===== src/rtl/cache_axi_line_mover.sv =====
// cache_axi_line_mover: AXI4 burst master moving 64-byte cache lines.
// Optionally writes back a dirty victim line (16-beat INCR write burst), then
// refills the missing line (16-beat read burst) and strobes it into the data
// array for one cycle.
// Build option: define CACHE_REFILL_WRAP_EN for a critical-word-first WRAP
// refill; otherwise the refill is a line-aligned INCR burst.
module cache_axi_line_mover #(
  parameter logic [3:0] AXI_ID     = 4'd0,
  parameter int         LINE_WORDS = 16
) (
  input  logic         i_clk,
  input  logic         i_rst_n,
  // cache controller side
  input  logic         i_req,
  input  logic         i_wb_en,
  input  logic [31:0]  i_miss_addr,
  input  logic [31:0]  i_wb_addr,
  input  logic [511:0] i_cacheline_old,
  output logic         o_busy,
  output logic         o_done,
  output logic         o_resp_err,
  output logic         o_refresh,
  output logic [511:0] o_cacheline_new,
  // AXI AW channel
  output logic [3:0]   o_awid,
  output logic [31:0]  o_awaddr,
  output logic [7:0]   o_awlen,
  output logic [2:0]   o_awsize,
  output logic [1:0]   o_awburst,
  output logic         o_awvalid,
  input  logic         i_awready,
  // AXI W channel
  output logic [31:0]  o_wdata,
  output logic [3:0]   o_wstrb,
  output logic         o_wlast,
  output logic         o_wvalid,
  input  logic         i_wready,
  // AXI B channel
  input  logic [1:0]   i_bresp,
  input  logic         i_bvalid,
  output logic         o_bready,
  // AXI AR channel
  output logic [3:0]   o_arid,
  output logic [31:0]  o_araddr,
  output logic [7:0]   o_arlen,
  output logic [2:0]   o_arsize,
  output logic [1:0]   o_arburst,
  output logic         o_arvalid,
  input  logic         i_arready,
  // AXI R channel
  input  logic [31:0]  i_rdata,
  input  logic [1:0]   i_rresp,
  input  logic         i_rlast,
  input  logic         i_rvalid,
  output logic         o_rready
);

  localparam logic [3:0] LAST_BEAT  = 4'(LINE_WORDS - 1);
  localparam logic [1:0] BURST_INCR = 2'b01;

  typedef enum logic [2:0] {S_IDLE, S_AW, S_W, S_B, S_AR, S_R, S_FILL} state_t;

  state_t         r_state;
  state_t         w_state_next;
  logic [25:0]    r_miss_line;     // line address of the miss
  logic [25:0]    r_wb_line;       // line address of the victim
  logic [511:0]   r_wb_buf;        // victim line captured at request time
  logic [3:0]     r_beat;          // beats completed in the current burst
  logic [3:0]     r_idx;           // line word written by the next R beat
  logic           r_err;           // sticky response/protocol error
  logic           w_r_beat;
  logic           w_rlast_bad;
  logic [3:0]     w_idx_start;
  logic           w_unused;

`ifdef CACHE_REFILL_WRAP_EN
  localparam logic [1:0] BURST_WRAP = 2'b10;
  logic [3:0]     r_miss_word;     // critical word offset within the line
  assign w_idx_start = i_miss_addr[5:2];
  assign o_araddr    = {r_miss_line, r_miss_word, 2'b00};
  assign o_arburst   = BURST_WRAP;
  assign w_unused    = ^{i_miss_addr[1:0], i_wb_addr[5:0]};

  // Remember which word was missed so the WRAP burst starts on it
  always_ff @(posedge i_clk or negedge i_rst_n) begin
    if (!i_rst_n)
      r_miss_word <= '0;
    else if (r_state == S_IDLE && i_req)
      r_miss_word <= i_miss_addr[5:2];
  end
`else
  assign w_idx_start = 4'd0;
  assign o_araddr    = {r_miss_line, 6'b0};
  assign o_arburst   = BURST_INCR;
  assign w_unused    = ^{i_miss_addr[5:0], i_wb_addr[5:0]};
`endif

  // Fixed burst shape: 16 beats of 4 bytes, full strobes
  assign o_awid    = AXI_ID;
  assign o_awaddr  = {r_wb_line, 6'b0};
  assign o_awlen   = 8'd15;
  assign o_awsize  = 3'd2;
  assign o_awburst = BURST_INCR;
  assign o_wstrb   = 4'hF;
  assign o_wdata   = r_wb_buf[{r_beat, 5'b0} +: 32];
  assign o_arid    = AXI_ID;
  assign o_arlen   = 8'd15;
  assign o_arsize  = 3'd2;

  assign w_r_beat    = (r_state == S_R) && i_rvalid;
  // RLAST must mark exactly the final beat of the burst
  assign w_rlast_bad = i_rlast != (r_beat == LAST_BEAT);

  // State register
  always_ff @(posedge i_clk or negedge i_rst_n) begin
    if (!i_rst_n)
      r_state <= S_IDLE;
    else
      r_state <= w_state_next;
  end

  // Next-state decode and channel control outputs (all driven from state only)
  always_comb begin
    w_state_next = r_state;
    o_awvalid    = 1'b0;
    o_wvalid     = 1'b0;
    o_wlast      = 1'b0;
    o_bready     = 1'b0;
    o_arvalid    = 1'b0;
    o_rready     = 1'b0;
    o_done       = 1'b0;
    o_refresh    = 1'b0;
    o_resp_err   = 1'b0;
    o_busy       = (r_state != S_IDLE);
    case (r_state)
      S_IDLE: if (i_req) w_state_next = i_wb_en ? S_AW : S_AR;
      S_AW: begin
        o_awvalid = 1'b1;
        if (i_awready) w_state_next = S_W;
      end
      S_W: begin
        o_wvalid = 1'b1;
        o_wlast  = (r_beat == LAST_BEAT);
        if (i_wready && r_beat == LAST_BEAT) w_state_next = S_B;
      end
      S_B: begin
        o_bready = 1'b1;
        if (i_bvalid) w_state_next = S_AR;
      end
      S_AR: begin
        o_arvalid = 1'b1;
        if (i_arready) w_state_next = S_R;
      end
      S_R: begin
        o_rready = 1'b1;
        if (i_rvalid && r_beat == LAST_BEAT) w_state_next = S_FILL;
      end
      S_FILL: begin
        o_done       = 1'b1;
        o_refresh    = 1'b1;
        o_resp_err   = r_err;
        w_state_next = S_IDLE;
      end
      default: w_state_next = S_IDLE;
    endcase
  end

  // Request capture, beat counting and error accumulation
  always_ff @(posedge i_clk or negedge i_rst_n) begin
    if (!i_rst_n) begin
      r_miss_line <= '0;
      r_wb_line   <= '0;
      r_wb_buf    <= '0;
      r_beat      <= '0;
      r_idx       <= '0;
      r_err       <= 1'b0;
    end else begin
      case (r_state)
        S_IDLE: begin
          if (i_req) begin
            r_miss_line <= i_miss_addr[31:6];
            r_wb_line   <= i_wb_addr[31:6];
            if (i_wb_en) r_wb_buf <= i_cacheline_old;
            r_beat      <= '0;
            r_idx       <= w_idx_start;
          end
        end
        S_W: if (i_wready) r_beat <= r_beat + 4'd1;
        S_B: if (i_bvalid && i_bresp != 2'b00) r_err <= 1'b1;
        S_AR: r_beat <= '0;
        S_R: begin
          if (i_rvalid) begin
            r_beat <= r_beat + 4'd1;
            r_idx  <= r_idx + 4'd1;
            if (i_rresp != 2'b00 || w_rlast_bad) r_err <= 1'b1;
          end
        end
        S_FILL: r_err <= 1'b0;
        default: ;
      endcase
    end
  end

  genvar gi;
  generate
    for (gi = 0; gi < LINE_WORDS; gi++) begin : g_line_word
      logic [31:0] r_word;
      // Capture an R beat into this word when the refill index selects it
      always_ff @(posedge i_clk or negedge i_rst_n) begin
        if (!i_rst_n)
          r_word <= '0;
        else if (w_r_beat && r_idx == 4'(gi))
          r_word <= i_rdata;
      end
      assign o_cacheline_new[gi*32 +: 32] = r_word;
    end
  endgenerate

endmodule


===== config.mk =====
export PLATFORM = sky130hd
export DESIGN_NAME = cache_axi_line_mover
export DESIGN_NICKNAME = d
export VERILOG_FILES = /design/src/rtl/cache_axi_line_mover.sv
export SDC_FILE = /design/constraint.sdc
export NUM_CORES = 1
export LEC_CHECK = 0
export ABC_CLOCK_PERIOD_IN_PS = 5500
export CAP_MARGIN = 20
export CORE_AREA = 2 2 501 503
export CTS_BUF_LIST = sky130_fd_sc_hd__clkbuf_8 sky130_fd_sc_hd__clkbuf_16
export CTS_CLUSTER_DIAMETER = 30
export CTS_CLUSTER_SIZE = 24
export DETAILED_ROUTE_END_ITERATION = 7
export DIE_AREA = 0 0 503 505
export GPL_ROUTABILITY_DRIVEN = 0
export PLACE_DENSITY_LB_ADDON = 0.05
export REMOVE_ABC_BUFFERS = 1
export SETUP_SLACK_MARGIN = 0.1
export SLEW_MARGIN = 10
export SYNTH_ARGS = -nofsm -noshare
export SYNTH_HDL_FRONTEND = slang
export SYNTH_SLANG_ARGS = --single-unit

===== constraint.sdc =====
create_clock -name i_clk -period 5.5 [get_ports i_clk]
set_input_delay 0.825 -clock i_clk [delete_from_list [all_inputs] [get_ports i_clk]]
set_output_delay 0.825 -clock i_clk [all_outputs]
set_load 0.05 [all_outputs]

==> results of run 1 <==
==> power breakdown <==
group | switching (mW) | internal [mW]
registers | 1.47 | 10.7
logic | 6.84 | 5.20
clock network | 6.11 | 14.9
total | 14.4 | 30.8
==> per-layer routing <==
layer  routed length (µm)  GRT usage (%)
met5                  390              0
met4                 8040           5.76
met3                17400           6.14
met2               103000           28.0
met1                77600           17.4
==> registers in the layout (all words and copies together) (netlist names) <==
name,flops
g_line_word.r_word,512
r_wb_buf,512
r_miss_line,26
r_wb_line,26
r_beat,4
r_idx,4
r_state,3
r_err,1
==> cell usage after synthesis, types with 6 or more instances <==
library cell | n | area, µm²
inv_1 | 9 | 33.8
nand3_1 | 6 | 30.0
dfrtp_1 | 1088 | 27200
nand2_1 | 16 | 60.1
mux2i_1 | 33 | 330
buf_4 | 92 | 691
nor3_1 | 6 | 30.0
clkbuf_1 | 72 | 270
buf_6 | 14 | 158
nor2_1 | 6 | 22.5
buf_2 | 55 | 275
mux4_2 | 128 | 2880
buf_1 | 15 | 56.3
and2_1 | 36 | 225
a21oi_1 | 33 | 165
mux2_2 | 579 | 6520
a211oi_1 | 37 | 278
mux2_1 | 500 | 5630
==> metrics by stage <==
stage,util [%],total power [mW],hold WS [ns],TNS [ns]
floorplan,-,19.8,0.459,-206.78
global placement,24.6,24.5,0.469,0
detailed placement,24.6,24.6,0.477,0
CTS,29.9,46.1,0.00282,0
global route,29.9,47.4,0.490,0
finish,29.9,45.2,0.471,0
==> worst register-to-register path, stage by stage (launching register included) <==
cell and delay [ns]:
dfrtp_1 0.72, nand4b_1 0.56, nor3b_2 0.70, nand2_4 0.67, mux2_1 0.66
==> kinds of logic after synthesis <==
kind of cell | after synthesis | share of synthesized area, %
multiplexers | 1240 | 33.9
flip-flops | 1088 | 60.1
buffers and inverters | 257 | 3.28
AND/OR/NAND/NOR | 95 | 1.32
AO/OA/AOI/OAI | 82 | 1.15
adder cells (fa/ha/maj) | 5 | 0.138
XOR/XNOR | 3 | 0.0580
other | 2 | 0.0166
==> how the worst max path moves through the flow <==
| stage | from | to | cells after the start |
|---|---|---|---|
| after CTS | r_beat[0] | o_wdata[1] | 6 |
| after detailed placement | r_beat[0] | o_wdata[1] | 6 |
| after floorplan | r_beat[0] | o_wdata[0] | 4 |
| after global placement | r_beat[0] | o_wdata[1] | 6 |
| final | r_beat[0] | o_wdata[1] | 6 |
| after global routing | r_beat[0] | o_wdata[1] | 6 |
==> layout by cell type (no fill, tap or decap), drive strengths merged, types with 2 or more instances in the layout <==
| cell | count |
|---|---|
| a211oi | 37 |
| a21oi | 33 |
| and2 | 36 |
| and3b | 2 |
| and4b | 2 |
| buf | 59 |
| bufinv | 4 |
| clkbuf | 531 |
| clkdlybuf4s50 | 1214 |
| clkinv | 60 |
| conb | 50 |
| dfrtp | 1088 |
| diode | 46 |
| ha | 5 |
| inv | 131 |
| mux2 | 1079 |
| mux2i | 33 |
| mux4 | 128 |
| nand2 | 17 |
| nand2b | 3 |
| nand3 | 6 |
| nor2 | 7 |
| nor3 | 6 |
| nor3b | 3 |
| nor4 | 3 |
| nor4b | 3 |
| o21ai | 5 |
| o22ai | 2 |
| or3b | 2 |
| xnor2 | 3 |
==> area by class of cell <==
type,count,area (µm²),area share (%)
well taps,3330,4170,5.61
diodes,46,115,0.155
repair buffers,1274,12800,17.3
flip-flops and latches,1088,27200,36.7
multi-input cells,1475,16800,22.7
clock inverters,186,1170,1.58
clock buffers,531,11800,16.0
inverters,9,33.8,0.0455
==> impl_results.md, run 1 <==
* PD cells at ~600 nW/µm²
* Period utilisation layout at 88.5%
* Crit-path cells: buf_12 -> mux4_2 -> and2_1 -> a211oi_1 -> a21oi_1 -> clkdlybuf4s50_1
* Clock Skew at just over 0.04 ns
* Slowest cell on the critical path: dfrtp_4
* Maxcap violations at 0
* R2R cell count at 4
* Status: completed
* Post-synth EDFFs at 0
* Top delay family on crit path: buffers and inverters
* Count of pins over their slew limit at 0
* RSZ-0062 raised after global routing: false
* Post-synthesis sequential area ratio at 60.1%
* Required time worst endpoint at between 4 and 5 ns
* Via count at ~30000
* Final std cells w/o fill at 7939
* Nets at approximately 4900
* DP HPWL at 143000 µm
* Die Y-Extent at 505 µm
* Reg2Reg Capture Point: g_line_word[5].r_word[3]
* Initial antenna violation count at roughly 110
* Die Wd at 503 µm
* Netlist cell types at 44
* Arrival @ worst endpoint at slightly above 4 ns
* Mapped Cells at 2772
* Slew HR at 20.9%
* Worst flop-to-flop path startpoint: r_state[0]
* Clk Latency, worst-skew pair at approximately 0.84 ns
* Buf/Inv on CP at 2
* I/O Buffers at between 1000 and 1500
* Vias in the first global route at roughly 34000
* Area of the die at roughly 250000 µm²
* Root buffer cell: clkbuf_16
* P&R area growth vs syn at 64.0%
* Cts bufs inserted at ~400
* Ys flop type: dfrtp_1
* Pin count of the biggest net entering global routing at 133
* Register-to-register setup slack at 2.06 ns
* Synthesis-stage register bit count at around 1100
* Share of cells above drive strength 1 at 30.8%
* CTS tree: yes
* Post-route antenna net violation count at 0
* Dpl ws at 1.36 ns
* Leakage at around 33 nW
* Row cnt at 183
* Fmax at 0.206 GHz
* Htree depth at 5
* YS warnings at 0
* Crit Path Category: flip-flop to output port
* Post-CTS Resized at 0
* Post-route DRC at 0
* GR Overflow Total at 0
* Mapped Area at roughly 45000 µm²
* Starting DRT DRC Count at ~1100
* Hold WC Path Type: input pin to async pin
* Min cycle time layout at 4.87 ns
* Worst-path maximum fanout at 40
* CP max stage delay at ~0.80 ns
* Worst-margin pin slew at between 1 and 1.5 ns
* IO Pins at roughly 1300
* Drt via density at 3.88
* Gr usage total at roughly 16%
* Total core area at about 250000 µm²
* Count of final setup violators at 0
* Fillers at between 20000 and 30000
* Placed Instance Area at a little over 60000 µm²
* Final worst slack at ~0.63 ns
* Wirelength, routed at 207000 µm
* Worst ir drop on vdd at roughly 0.33 mV
* Initial Utilization at 18.2%
* Final hold vios at 0
* Bufs on Longest Clock Path at 4
* Fin area at roughly 74000 µm²
* CP startpoint kind: flip-flop
* Placed Cells at between 7000 and 8000
* CP endpoint kind: output port
* # hold bufs at CTS at 0
* Drt wl/cell at around 26 µm
* Drt pass-1 iters at 6
* Clock Sinks at approximately 1100
* Global-route wire length before repair at 285000 µm
* Avg Inst Size Synth at 16.3 µm²
* Asr flop ratio synth at 100%
* Postcts setup bufs at 0
* Worst-path clk slew at 0.04 ns
Note: power is estimated with default switching activity, not from simulation.
==> run 2: changes to the inputs <==
--- a/config.mk
+++ b/config.mk
@@ -5,7 +5,7 @@
 export SDC_FILE = /design/constraint.sdc
 export NUM_CORES = 1
 export LEC_CHECK = 0
-export ABC_CLOCK_PERIOD_IN_PS = 5500
+export ABC_CLOCK_PERIOD_IN_PS = 5800
 export CAP_MARGIN = 20
 export CORE_AREA = 2 2 501 503
 export CTS_BUF_LIST = sky130_fd_sc_hd__clkbuf_8 sky130_fd_sc_hd__clkbuf_16
==> constraint.sdc (replaced) <==
create_clock -name i_clk -period 5.8 [get_ports i_clk]
set_input_delay 0.87 -clock i_clk [delete_from_list [all_inputs] [get_ports i_clk]]
set_output_delay 0.87 -clock i_clk [all_outputs]
set_load 0.05 [all_outputs]
==> impl_results.md, run 2 (synthesized netlist as in run 1, its figures left out) <==
* Status: completed
* Drt wl/cell at between 20 and 30 µm
* Row cnt at 183
* Hold WC Path Type: flip-flop to flip-flop
* P&R area growth vs syn at 64.1%
* Final std cells w/o fill at between 7000 and 8000
* Drt via density at roughly 3.9
* Fillers at 25100
* Post-route DRC at 0
* Final hold vios at 0
* Fmax at around 0.20 GHz
* Post-layout util at 29.9%
* Die Y-Extent at slightly above 500 µm
* RSZ-0062 raised after global routing: false
* Via count at between 30000 and 40000
* Post-CTS Resized at 0
* CP endpoint kind: output port
* Worst-path clk slew at 0.04 ns
* Initial antenna violation count at between 100 and 150
* Area of the die at 254000 µm²
* Min cycle time layout at around 5 ns
* Most common cell after layout, fill and taps aside: clkdlybuf4s50_1
* Maxcap violations at 0
* Root buffer cell: clkbuf_16
* Vias in the first global route at ~34000
* Postcts setup bufs at 0
* Pin count of the biggest net entering global routing at roughly 130
* Worst ir drop on vdd at around 0.37 mV
* R2R cell count at 4
* I/O Buffers at approximately 1200
* CP startpoint kind: flip-flop
* Nets at 4873
* Worst flop-to-flop path startpoint: r_state[0]
* Biggest regs: g_line_word.r_word x512, r_wb_buf x512
* Cts bufs inserted at about 400
* Total core area at 248000 µm²
* Met2 Routed Length at around 100000 µm
* DP HPWL at 142000 µm
* Count of final setup violators at 0
* Crit Path Category: flip-flop to output port
* Initial Utilization at 18.2%
* IO Pins at 1278
* Reg2Reg Capture Point: g_line_word[5].r_word[7]
* Gr usage total at around 16%
* Bufs on Longest Clock Path at 4
* Htree depth at 5
* Global-route wire length before repair at ~280000 µm
* Die Wd at between 500 and 600 µm
* Clock Sinks at 1088
* Required time worst endpoint at roughly 4.9 ns
* Share of cells above drive strength 1 at between 30 and 40%
* Clk Latency, worst-skew pair at between 0.8 and 0.9 ns
* Worst-margin pin slew at about 1.1 ns
* CTS tree: yes
* Wire length on met3 at roughly 18000 µm
* M1 WL at around 76000 µm
* Worst-path maximum fanout at 28
* Commonest cells after routing, fill and taps aside: clkdlybuf4s50_1, dfrtp_1, mux2_2
* Crit path to: o_wdata[2]
* Leakage at roughly 33 nW
* Arrival @ worst endpoint at around 4 ns
* Starting DRT DRC Count at between 1000 and 1500
* Clock Skew at around 0.05 ns
* Placed Cells at between 7000 and 8000
* Worst setup path start: r_beat[2]
* Period utilisation layout at 84.4%
* GR Overflow Total at 0
* Post-route antenna net violation count at 0
* PD cells at between 500 and 600 nW/µm²
* Highest routed layer: met5
* Wirelength, routed at between 200000 and 250000 µm
* Drt pass-1 iters at 4
* Register-to-register setup slack at 2.41 ns
* # hold bufs at CTS at 0
* Count of pins over their slew limit at 0
* Slew HR at 27.9%
-- run 2: worst min path at each step --
stage	startpoint	endpoint	slack (ns)	depth (start not counted)
4_1_cts	i_rst_n	r_wb_buf[105]	0.03	1
2_1_floorplan	r_wb_buf[128]	r_wb_buf[128]	0.46	1
3_5_place_dp	r_wb_buf[211]	r_wb_buf[211]	0.48	1
5_1_grt	r_wb_buf[377]	r_wb_buf[377]	0.49	1
6_report	r_wb_buf[198]	r_wb_buf[198]	0.48	1
3_3_place_gp	r_wb_buf[127]	r_wb_buf[127]	0.47	1
-- run 2: routing by layer --
metal / GRT usage [%] / up-vias
met4: 8.08 / 76
li1: - / 13200
met3: 6.52 / 530
met1: 17.1 / 15600
met2: 26.7 / 1241
met5: 0 / -
-- run 2: stage by stage --
step           total power, mW  hold slack (ns)  cell area, µm²  setup TNS (ns)  setup slack, ns
2_1_floorplan             18.8            0.459           44000          -57.46            -1.68
3_3_place_gp              23.2            0.470           61100               0             1.59
3_5_place_dp              23.3            0.475           61100               0             1.66
4_1_cts                   43.8           0.0296           74200               0            0.712
5_1_grt                   45.1            0.489           74200               0            0.650
6_report                  43.0            0.479           74300               0            0.906
-- run 2: layout make-up --
type                            instances  area (µm²)  area share [%]
Inverter                                9        33.8          0.0455
Antenna cell                           56         140           0.189
Clock buffer                          524       11800            15.9
Timing Repair Buffer                 1270       12800            17.2
Tap cell                             3330        4170            5.61
Clock inverter                        194        1310            1.76
Multi-Input combinational cell       1475       16900            22.7
Sequential cell                      1088       27200            36.7
-- run 2: worst max-delay path: stages (launching register included) --
cell             delay (ns)
dfrtp_4                0.82
buf_4                  0.54
mux4_2                 0.38
and2_1                 0.16
a211oi_1               0.35
a21oi_1                0.09
clkdlybuf4s50_1        0.77
-- run 2: where the power goes --
group | internal (mW) | switching, mW
combinational | 4.94 | 6.49
clock | 14.2 | 5.86
sequential | 10.1 | 1.37
total | 29.3 | 13.7
==> run 3: changes to the inputs <==
--- a/config.mk
+++ b/config.mk
@@ -5,14 +5,14 @@
 export SDC_FILE = /design/constraint.sdc
 export NUM_CORES = 1
 export LEC_CHECK = 0
-export ABC_CLOCK_PERIOD_IN_PS = 5800
+export ABC_CLOCK_PERIOD_IN_PS = 4940
 export CAP_MARGIN = 20
-export CORE_AREA = 2 2 501 503
+export CORE_AREA = 2 2 496 498
 export CTS_BUF_LIST = sky130_fd_sc_hd__clkbuf_8 sky130_fd_sc_hd__clkbuf_16
 export CTS_CLUSTER_DIAMETER = 30
 export CTS_CLUSTER_SIZE = 24
 export DETAILED_ROUTE_END_ITERATION = 7
-export DIE_AREA = 0 0 503 505
+export DIE_AREA = 0 0 498 500
 export GPL_ROUTABILITY_DRIVEN = 0
 export PLACE_DENSITY_LB_ADDON = 0.05
 export REMOVE_ABC_BUFFERS = 1
==> constraint.sdc (replaced) <==
create_clock -name i_clk -period 4.94 [get_ports i_clk]
set_input_delay 0.741 -clock i_clk [delete_from_list [all_inputs] [get_ports i_clk]]
set_output_delay 0.741 -clock i_clk [all_outputs]
set_load 0.05 [all_outputs]
==> impl_results.md, run 3 (synthesized netlist as in run 1, its figures left out) <==
* Status: completed
* Post-CTS Resized at 0
* Hold WC Path Type: input pin to flip-flop
* Post-route DRC at 0
* Fmax at approximately 0.22 GHz
* PD cells at 679 nW/µm²
* Clock Skew at between 0.07 and 0.08 ns
* Die Wd at between 400 and 500 µm
* Worst ir drop on vdd at 0.421 mV
* Gr usage total at 16.3%
* DP HPWL at between 100000 and 150000 µm
* Cts bufs inserted at 401
* Worst hold stages at 2
* Worst-path maximum fanout at 25
* Commonest cells after routing, fill and taps aside: clkdlybuf4s50_1, dfrtp_1, mux2_2
* Via count at 30900
* CP startpoint kind: flip-flop
* Drt pass-1 iters at 4
* P&R area growth vs syn at 63.7%
* Hold_sp: i_cacheline_old[386]
* CP max stage delay at around 0.80 ns
* Min-Delay Endpoint: r_wb_buf[386]
* Buf/Inv on CP at 2
* RSZ-0062 raised after global routing: false
* Required time worst endpoint at roughly 4.2 ns
* Area of the die at ~250000 µm²
* Min cycle time layout at between 4 and 5 ns
* Crit Path Category: flip-flop to output port
* Final hold vios at 0
* GR Overflow Total at 0
* Starting DRT DRC Count at ~1100
* Worst flop-to-flop path startpoint: r_state[0]
* IO Pins at 1278
* R2R cell count at 4
* Slowest cell on the critical path: dfrtp_4
* Arrival @ worst endpoint at roughly 3.8 ns
* Initial Utilization at 18.5%
* Leakage at 32.6 nW
* Count of pins over their slew limit at 0
* Count of final setup violators at 0
* Tot Pwr at 50.3 mW
* CTS tree: yes
* Share of cells above drive strength 1 at a little under a third
* Die Y-Extent at around 500 µm
* Clk Latency, worst-skew pair at between 0.9 and 1 ns
* Bufs on Longest Clock Path at 4
* Post-route antenna net violation count at 0
* Drt wl/cell at 26.3 µm
* Reg2Reg Capture Point: g_line_word[11].r_word[27]
* Period utilisation layout at just over 90%
* I/O Buffers at 1215
* Total core area at around 240000 µm²
* Pin count of the biggest net entering global routing at 119
* Root buffer cell: clkbuf_16
* Worst setup path start: r_beat[2]
* Initial antenna violation count at around 120
* Worst-margin pin slew at between 1 and 1.5 ns
* Htree depth at 5
* Fillers at between 20000 and 25000
* Row cnt at ~180
* Slew HR at between 20% and 30%
* Biggest regs: g_line_word.r_word x512, r_wb_buf x512
* Most common cell after layout, fill and taps aside: clkdlybuf4s50_1
* Maxcap violations at 0
* Crit-path cells: buf_4 -> mux4_2 -> and2_1 -> a211oi_1 -> a21oi_1 -> clkdlybuf4s50_1
* Global-route wire length before repair at approximately 280000 µm
* Dpl ws at between 1 and 1.5 ns
* CP endpoint kind: output port
* Top delay family on crit path: buffers and inverters
* Worst-path clk slew at 0.04 ns
* Drt via density at ~4
* Wirelength, routed at between 200000 and 250000 µm
* Post-layout util at between 30% and 40%
* Vias in the first global route at approximately 35000
* Clock Sinks at 1088
* Final worst slack at ~0.36 ns
* Nets at about 4900
* Setup TNS at 0 ns
* Register-to-register setup slack at approximately 1.8 ns
==> run 3: changes by cell type in the layout (fill, tap and decap cells not counted), sizes merged <==
cell           change
bufinv             +5
clkdlybuf4s50      -1
diode             -11
inv                -3
clkinv             -7
clkbuf             -8
clkinvlp           +4
buf               +17
==> run 3: final cells by class <==
cell class	instances	area, µm²	share of cell area, %
inverter	9	33.8	0.0456
antenna	45	113	0.152
clock buffer	516	11600	15.7
multi-input combinational	1475	16800	22.7
sequential	1088	27200	36.7
clock inverter	193	1300	1.76
timing repair buffer	1286	12900	17.5
tap	3220	4030	5.43
==> run 3: timing repair <==
item / in CTS / in global routing
endpoints found under the hold margin: 52 / 0
hold buffers: 1 / 0
buffers inserted: 4 / 0
setup endpoints to repair: 10 / 0
==> run 3: per-stage QoR <==
stage | area, µm² | hold slack [ns] | std cells
floorplan | 44000 | 0.445 | 2572
global placement | 61100 | 0.469 | 7073
detailed placement | 61100 | 0.476 | 7073
CTS | 74000 | 0.273 | 7787
global route | 74100 | 0.315 | 7802
finish | 74100 | 0.373 | 7832
==> run 3: worst max-delay path by stage <==
| stage | to | slack, ns | cells past startpoint |
|---|---|---|---|
| floorplan | o_wdata[0] | -2.42 | 4 |
| CTS | o_wdata[25] | 0.17 | 7 |
| global route | o_wdata[24] | 0.11 | 5 |
| global placement | o_wdata[19] | 1.02 | 6 |
| finish | o_wdata[11] | 0.36 | 6 |
| detailed placement | o_wdata[14] | 1.03 | 6 |
==> run 3: per-layer routing <==
layer  track usage [%]  share of wire (%)  wire length, µm  up-vias
li1                  -                  -                -    13200
met1              17.5                 37            76600    15900
met2              28.5                 51           104000     1255
met3              6.26                7.8            16000      509
met4              6.80                4.0             8310       54
met5                 0               0.18              362        -
==> run 3: power breakdown <==
part | internal [mW] | total, mW | leakage (nW) | switching, mW
logic | 5.84 | 13.5 | 11.8 | 7.65
clock network | 16.7 | 23.4 | 6.83 | 6.70
registers | 11.9 | 13.5 | 14.0 | 1.57
total | 34.4 | 50.3 | 32.6 | 15.9
